File: src/rtl/puzzle_fill_ctrl.sv
// puzzle_fill_ctrl
//   Fills the 3x3 puzzle board with a random permutation of 1..9, one value
//   per accepted LFSR draw, and serves a registered row read port to the
//   7-segment display scanner.
//
// Ports
//   clk       system clock
//   clr       asynchronous active-low reset
//   start     fill request (level; rising edge starts a fill from IDLE/DONE)
//   row_sel   row to read: 0=row1, 1=row2, 2=row3, 3=blank
//   row_data  registered selected row: [11:8] left, [7:4] middle, [3:0] right
//   busy      fill in progress
//   done      board complete
//   fill_cnt  cells placed so far, 0..9
module puzzle_fill_ctrl #(
  parameter logic [15:0] SEED      = 16'hACE1,
  parameter int unsigned MAX_TRIES = 15
) (
  input  logic        clk,
  input  logic        clr,
  input  logic        start,
  input  logic [1:0]  row_sel,
  output logic [11:0] row_data,
  output logic        busy,
  output logic        done,
  output logic [3:0]  fill_cnt
);

  typedef enum logic [1:0] {
    S_IDLE = 2'd0,
    S_FILL = 2'd1,
    S_DONE = 2'd2
  } state_t;

  // An all-zero Galois LFSR would lock up, so a zero seed is remapped.
  localparam logic [15:0] SEED_NZ = (SEED == 16'h0000) ? 16'h0001 : SEED;
  localparam logic [7:0]  TRY_LIM = 8'(MAX_TRIES);

  state_t      state_q, state_d;
  logic [15:0] lfsr_q, lfsr_nx;
  logic        start_q, start_rise;
  logic [3:0]  cell_q [9];
  logic [8:0]  used_q;
  logic [15:0] used_ext;
  logic [7:0]  retry_q, retry_d;
  logic [3:0]  cand, free_idx, place_idx;
  logic        cand_ok, clear, place;
  logic [11:0] row1, row2, row3, row_mux;

  assign start_rise = start & ~start_q;
  assign cand       = lfsr_q[3:0];
  assign used_ext   = {7'b0, used_q};
  assign cand_ok    = (cand < 4'd9) && !used_ext[cand];
  assign lfsr_nx    = lfsr_q[0] ? ({1'b0, lfsr_q[15:1]} ^ 16'hB400)
                                : {1'b0, lfsr_q[15:1]};

  assign row1 = {cell_q[0], cell_q[1], cell_q[2]};
  assign row2 = {cell_q[3], cell_q[4], cell_q[5]};
  assign row3 = {cell_q[6], cell_q[7], cell_q[8]};

  // Lowest-index free cell: scanning from the top lets the lowest index win.
  always_comb begin
    free_idx = '0;
    for (int unsigned i = 0; i < 9; i++) begin
      if (!used_q[8 - i]) free_idx = 4'(8 - i);
    end
  end

  always_comb begin
    case (row_sel)
      2'd0:    row_mux = row1;
      2'd1:    row_mux = row2;
      2'd2:    row_mux = row3;
      default: row_mux = '0;
    endcase
  end

  always_ff @(posedge clk or negedge clr) begin
    if (!clr) state_q <= S_IDLE;
    else      state_q <= state_d;
  end

  always_comb begin
    state_d   = state_q;
    retry_d   = retry_q;
    clear     = 1'b0;
    place     = 1'b0;
    place_idx = cand;
    busy      = 1'b0;
    done      = 1'b0;
    case (state_q)
      S_IDLE: begin
        if (start_rise) begin
          clear   = 1'b1;
          state_d = S_FILL;
        end
      end
      S_FILL: begin
        busy = 1'b1;
        if (cand_ok) begin
          place   = 1'b1;
          retry_d = '0;
        end else if (retry_q != TRY_LIM) begin
          retry_d = retry_q + 8'd1;
        end else begin
          place     = 1'b1;
          place_idx = free_idx;
          retry_d   = '0;
        end
        if (place && fill_cnt == 4'd8) state_d = S_DONE;
      end
      S_DONE: begin
        done = 1'b1;
        if (start_rise) begin
          clear   = 1'b1;
          state_d = S_FILL;
        end
      end
      default: state_d = S_IDLE;
    endcase
    if (clear) retry_d = '0;
  end

  always_ff @(posedge clk or negedge clr) begin
    if (!clr) begin
      lfsr_q   <= SEED_NZ;
      start_q  <= 1'b0;
      retry_q  <= '0;
      used_q   <= '0;
      fill_cnt <= '0;
      row_data <= '0;
      for (int unsigned i = 0; i < 9; i++) cell_q[i] <= '0;
    end else begin
      lfsr_q   <= lfsr_nx;
      start_q  <= start;
      retry_q  <= retry_d;
      row_data <= row_mux;
      if (clear) begin
        used_q   <= '0;
        fill_cnt <= '0;
        for (int unsigned i = 0; i < 9; i++) cell_q[i] <= '0;
      end else if (place) begin
        // Next value to place is always fill_cnt + 1.
        for (int unsigned i = 0; i < 9; i++) begin
          if (place_idx == 4'(i)) begin
            cell_q[i] <= fill_cnt + 4'd1;
            used_q[i] <= 1'b1;
          end
        end
        fill_cnt <= fill_cnt + 4'd1;
      end
    end
  end

endmodule

File: config.mk
export PLATFORM = sky130hd
export DESIGN_NAME = puzzle_fill_ctrl
export DESIGN_NICKNAME = d
export VERILOG_FILES = /design/src/rtl/puzzle_fill_ctrl.sv
export SDC_FILE = /design/constraint.sdc
export NUM_CORES = 1
export LEC_CHECK = 0
export CORE_AREA = 10 10 78 114
export CTS_CLUSTER_DIAMETER = 100
export DETAILED_ROUTE_END_ITERATION = 7
export DIE_AREA = 0 0 88 124
export GPL_TIMING_DRIVEN = 0
export HOLD_SLACK_MARGIN = 0.1
export PLACE_DENSITY = 0.79
export SYNTH_ARGS = -nofsm -noshare
export SYNTH_HDL_FRONTEND = slang
export SYNTH_SLANG_ARGS = --single-unit
File: constraint.sdc
create_clock -name clk -period 3.2 [get_ports clk]
set_input_delay 0.96 -clock clk [delete_from_list [all_inputs] [get_ports clk]]
set_output_delay 0.96 -clock clk [all_outputs]
set_load 0.005 [all_outputs]
# --- Word-level counts from Yosys, hierarchy flattened ---
# Cells that the tools add are included.
classes:
  add_sub_neg: 2
  n_lt_le_gt_ge: 2
  eq_ne: 16
  muxes: 55
  n_bitwise: 3
  n_reduce_logical: 28
ops:
  columns: ["cell", "n"]
  rows:
  - ["$mux 4", 23]
  - ["$mux 36", 2]
  - ["$pmux 12 s3", 1]
  - ["$mux 8", 4]
  - ["$reduce_bool 2->1", 11]
  - ["$reduce_and 2->1", 10]
  - ["$mux 1", 18]
  - ["$mux 9", 2]
  - ["$eq 4x3->1 const B", 4]
  - ["$mux 16", 1]
  - ["$add 8x1->8 const B", 1]
  - ["$eq 4x2->1 const B", 2]
  - ["$eq 4x4->1 const B", 2]
  - ["$ne 8x4->1 const B", 1]
  - ["$lt 4x5->1 const B", 1]
  - ["$add 4x1->4 const B", 1]
  - ["$bmux 1 s4", 1]
  - ["$eq 2x1->1 const B", 2]
  - ["$eq 2x2->1 const B", 2]
  - ["$eq 4x1->1 const B", 1]
  - ["$logic_not 2->1", 2]
  - ["$logic_not 4->1", 1]
  - ["$lt 4x4->1 const B", 1]
  - ["$mux 2", 2]
  - ["9 further kinds", 10]
word_totals:
  ff_bits: 88
  input_bits: 5
  out_inout_bits: 18
  elab_cells: 130

# --- Depth between registers and ports, before layout ---
# Gate-level depths: netlist of run 1.
logic_depth:
  ltp_word: 16
  mapped_depth: 9
  ltp_nobuf: 7

# --- Worst setup path after synthesis of run 1 ---
# No wires, ideal clock.
synth_path:
  kind: "flip-flop to flip-flop"
  from: "reg lfsr_q[1]"
  to: "reg cell_q[26] in the netlist's numbering"
  setup_time_ns: 0.133
  t_arrival_ns: 2.213
  required_time_ns: 3.067
  slack_ns: 0.854
  stages_incl_launch_ff: 9
  path_buffers: 2
  period_less_slack_ns: 2.346
  path_cell_list: "dfrtp_1 -> buf_6 -> or3b_1 -> or3_4 -> o211ai_2 -> mux2i_1 -> or3b_1 -> buf_2 -> mux2i_1"
synth_between:
  elab_chain_len: 9
  elab_cells_between_ends: 15
  classes_between: "order compare (1); eq/ne (1); mux (8); reduce/logical (5)"
synth_lines:
  columns: ["element", "line_no", "text"]
  rows:
  - ["from (decl)", "40", "logic [15:0] lfsr_q, lfsr_nx;"]
  - ["from (signal assigned)", "134", "lfsr_q <= lfsr_nx;"]
  - ["$bmux 1 s4", "53", "assign cand_ok = (cand < 4'd9) && !used_ext[cand];"]
  - ["$mux 1 (implied by the code)", "53", null]
  - ["$logic_not 1->1", "53", null]
  - ["$logic_and 1x1->1", "53", null]
  - ["$mux 4 / $mux 1 (equally long branches)", "100", "if (cand_ok) begin"]
  - ["$mux 4 / $mux 1 (equally long branches)", "91", "case (state_q)"]
  - ["$eq 4x2->1 / $mux 1 (equally long branches)", "145, 91", null]
  - ["$reduce_bool 2->1 (no line)", null, null]
  - ["$reduce_and 2->1 (no line) (*)", null, null]
  - ["to (signal, indexed assignment)", "146", "cell_q[i] <= fill_cnt + 4'd1;"]
  - ["to (decl)", "42", "logic [3:0] cell_q [9];"]
# Every way passes the cells marked *; elsewhere a longest branch is shown, timed or not. The select of a mux whose other input is x is not followed.
# A chain may end at the register's enable or synchronous reset.

# --- Final worst setup path of run 1 ---
layout_path:
  from: "reg state_q[0]"
  to: "out busy"
layout_between:
  elab_chain_len: 2
layout_lines:
  columns: ["element", "line_no", "text"]
  rows:
  - ["from (decl)", "39", "state_t state_q, state_d;"]
  - ["from (signal assigned)", "80", "else state_q <= state_d;"]
  - ["$eq 2x1->1", "91", null]
  - ["$mux 1", "91", null]
  - ["to (decl)", "24", "output logic busy,"]
# Every way passes these cells.

==> impl_metrics.ini, run 1 <==
[synth]
ys.flop_type = dfrtp_1
synth_area_mm2 = 0.00396
synth_seq_cells = 88
yosysWarningCount = 0
synthArstFlopShare_pct = 100
synth.area.top_cells = dfrtp_1 (51%), mux2i_1 (13%), nand2_1 (6.4%)
synth.top_cell.area_share_pct = 50.6
ys_seq_area_share_pct = 55.9
syn_avg_cell_area_um2 = 10.8
netlist-cell-type-count = 50
synthCells = 366
synth-edff-count = 0
synth_top_area_cell = dfrtp_1
syn_nets = 374

[detailed_routing]
vias_per_cell = 5.94
post-route-drc-count = 0
first_iter_violations = 182
wl_per_cell_um = 17.8
routed_wl_um = 8590
drt-pass1-iter-count = 4
ant_nets = 0
via_count = 2863

[sta]
setup_viol = 0
finalWorstPathRequiredPeriod_ns = 2.95
hold_ws_ns = 0.355
fin_skew_ns = 0.00962
tightest_slew_ns = 0.813
rsz0062_at_grt = false
slew_viol_final = 0
period_share_pct = 92.1
hold_violations = 0
layout_setup_ws_ns = 0.254
fmax_ghz = 0.339
slew_headroom_pct = 45.8

[worst_setup_path]
crit_type = reg2out
arrival_ns = 1.99
worstPathRequired_ns = 2.24
start_kind = register
endpoint_kind = output port
crit_fanout = 10

[global_route]
grt.total_usage_pct = 17.1
grt_start_max_net_pins = 78
grt_pass1_vias = 3016
grt-ovfl-total = 0
grt_pass1_wl_um = 14600
antenna_found_initial = 0

[cts]
cts_root_buffer = clkbuf_8
clkSlewWorstSetupHoldPaths_ns = 0.08
ctsHoldBuffers = 0
clk_latency_ns = 0.36
htreeDepth = 3
cts_buffer_depth = 2
cts_tree = built
cts.sinks = 88
cts_buffers = 9

[pwr]
p_switching_w = 0.00110
internal_power_w = 0.00209
p_leak_nw = 2.09
pwr_density_cell_mw_per_mm2 = 708
p_sw_share_pct = 34.5
power_frac_comb_pct = 28.4
clkPwrFrac_pct = 25.4
pwr-share-seq_pct = 46.2
peakVddDrop_mv = 0.404

[floorplan]
core_region_area_mm2 = 0.00681
start_util_pct = 58.2
rows = 37
io-pin-count = 23
fp.dieArea_mm2 = 0.0109
dieHeight_um = 124
dieWidth_um = 88

[layout]
antennaDiodeCount = 0
nets = 407
areaGrowthSynthToFinish_pct = 14.2
drive_above_1_share_pct = 11.4

[min_path]
holdCritPathClass = reg2reg

[place]
place_ws_ns = 0.180
dp_hpwl_um = 6030
place.gp.congestion = 0.915
portBuffers = 22

[run_status]
status = finished, final reports clean

[flow_run]
cap_violations = 0
[layout make-up]
class                           count  area, µm²
Sequential cell                    88       2210
Clock buffer                       14        183
Timing Repair Buffer               23        245
Inverter                           10       41.3
Buffer                             15       70.1
Clock inverter                      2       35.0
Multi-Input combinational cell    252       1640
Fill cell                         542       2280
Tap cell                           78       97.6
[power groups by stage]
stage               Combinational (W)  Sequential [W]  Clock [W]
floorplan                    0.000594         0.00144          0
global placement             0.000869         0.00148          0
detailed placement           0.000905         0.00149          0
CTS                          0.000912         0.00147   0.000831
global route                  0.00103         0.00150   0.000866
finish                       0.000908         0.00148   0.000814
[cell usage in the layout (no fill, tap or decap), types with 4 or more instances in the layout]
master	instances
a21oi_1	11
a31oi_1	4
buf_2	5
clkbuf_1	9
clkbuf_8	13
clkdlybuf4s50_1	21
dfrtp_1	80
dfstp_2	8
inv_1	9
mux2i_1	51
nand2_1	67
nand2b_1	5
nand3_1	11
nor2_1	8
nor2_2	4
nor2b_1	4
nor3_1	5
o21a_1	4
o21ai_0	27
xor2_1	5
[critical path, stage by stage (launching register included)]
cell	delay (ns)
dfrtp_1	0.41
nand2b_1	0.36
clkinvlp_4	0.34
clkdlybuf4s50_1	0.52
[metal layers]
metal	up-vias	track usage (%)	share of wire (%)
li1	1338	-	-
met1	1448	18.7	40
met2	57	29.7	54
met3	20	3.92	4.0
met4	0	9.00	2.4
met5	-	0	0
[synthesized netlist by cell type (2+ instances only)]
cell type	number
and2_1	3
xor2_1	5
mux2i_1	51
nand4_1	3
nand2b_1	5
nor2b_1	4
nor2_1	8
and3_1	3
dfrtp_1	80
nor4_1	2
inv_1	9
or3b_1	3
a31oi_1	4
o21ai_0	27
dfstp_2	8
buf_2	5
nand3_1	11
xnor2_1	3
nand2_1	67
a21oi_1	11
nor3_1	5
a2bb2oi_1	2
or3_1	2
o21a_1	4
ha_1	3
or2_2	3
clkbuf_1	9
nor2_2	4
[what timing repair did]
action | in CTS | in global routing
resized for setup | 0 | 1
buffers inserted | 0 | 0
endpoints found under the setup margin | 0 | 1
[registers in the layout, summed over array words and instances, names as in the netlist]
name / flops
cell_q: 36
lfsr_q: 16
row_data: 12
used_q: 9
retry_q: 8
fill_cnt: 4
state_q: 2
start_q: 1
[stage by stage]
step	cell area, µm²	util, %	instances	total power (W)	TNS (ns)
2_1_floorplan	3960	-	366	0.00203	0
3_3_place_gp	4280	62.9	466	0.00235	-148.20
3_5_place_dp	4300	63.2	467	0.00240	0
4_1_cts	4520	66.4	483	0.00321	0
5_1_grt	4520	66.4	482	0.00340	0
6_report	4520	66.4	482	0.00320	0
[kinds of logic (layout without fill, tap and decap cells)]
| kind of cell | Yosys count | in the layout | synth area share [%] |
|---|---|---|---|
| buffers and inverters | 26 | 64 | 2.81 |
| flip-flops | 88 | 88 | 55.9 |
| AO/OA/AOI/OAI | 63 | 63 | 10.1 |
| AND/OR/NAND/NOR | 127 | 127 | 15.6 |
| multiplexers | 51 | 51 | 12.9 |
| XOR/XNOR | 8 | 8 | 1.77 |
| adder cells (fa/ha/maj) | 3 | 3 | 0.948 |
[worst paths after layout]
| kind | startpoint | end | slack (ns) | cells past startpoint |
|---|---|---|---|---|
| worst max-delay path | state_q[0] | busy | 0.25 | 3 |
| worst min-delay path | lfsr_q[9] | lfsr_q[8] | 0.36 | 0 |
| worst max register to register | state_q[1] | cell_q[14] | 0.51 | 7 |
| worst min register to register | lfsr_q[9] | lfsr_q[8] | 0.36 | 0 |
| max in group asynchronous | clr | lfsr_q[0] | 2.11 | 2 |
| min in group asynchronous | clr | row_data[8] | 0.43 | 1 |
No activity file was read; power rests on OpenSTA's default activity.
==> run 2: changes to the inputs <==
CTS_CLUSTER_DIAMETER = 200   (was 100)
==> results of run 2 <==
No change in the layout: final DEF, timing and power equal those of run 1.
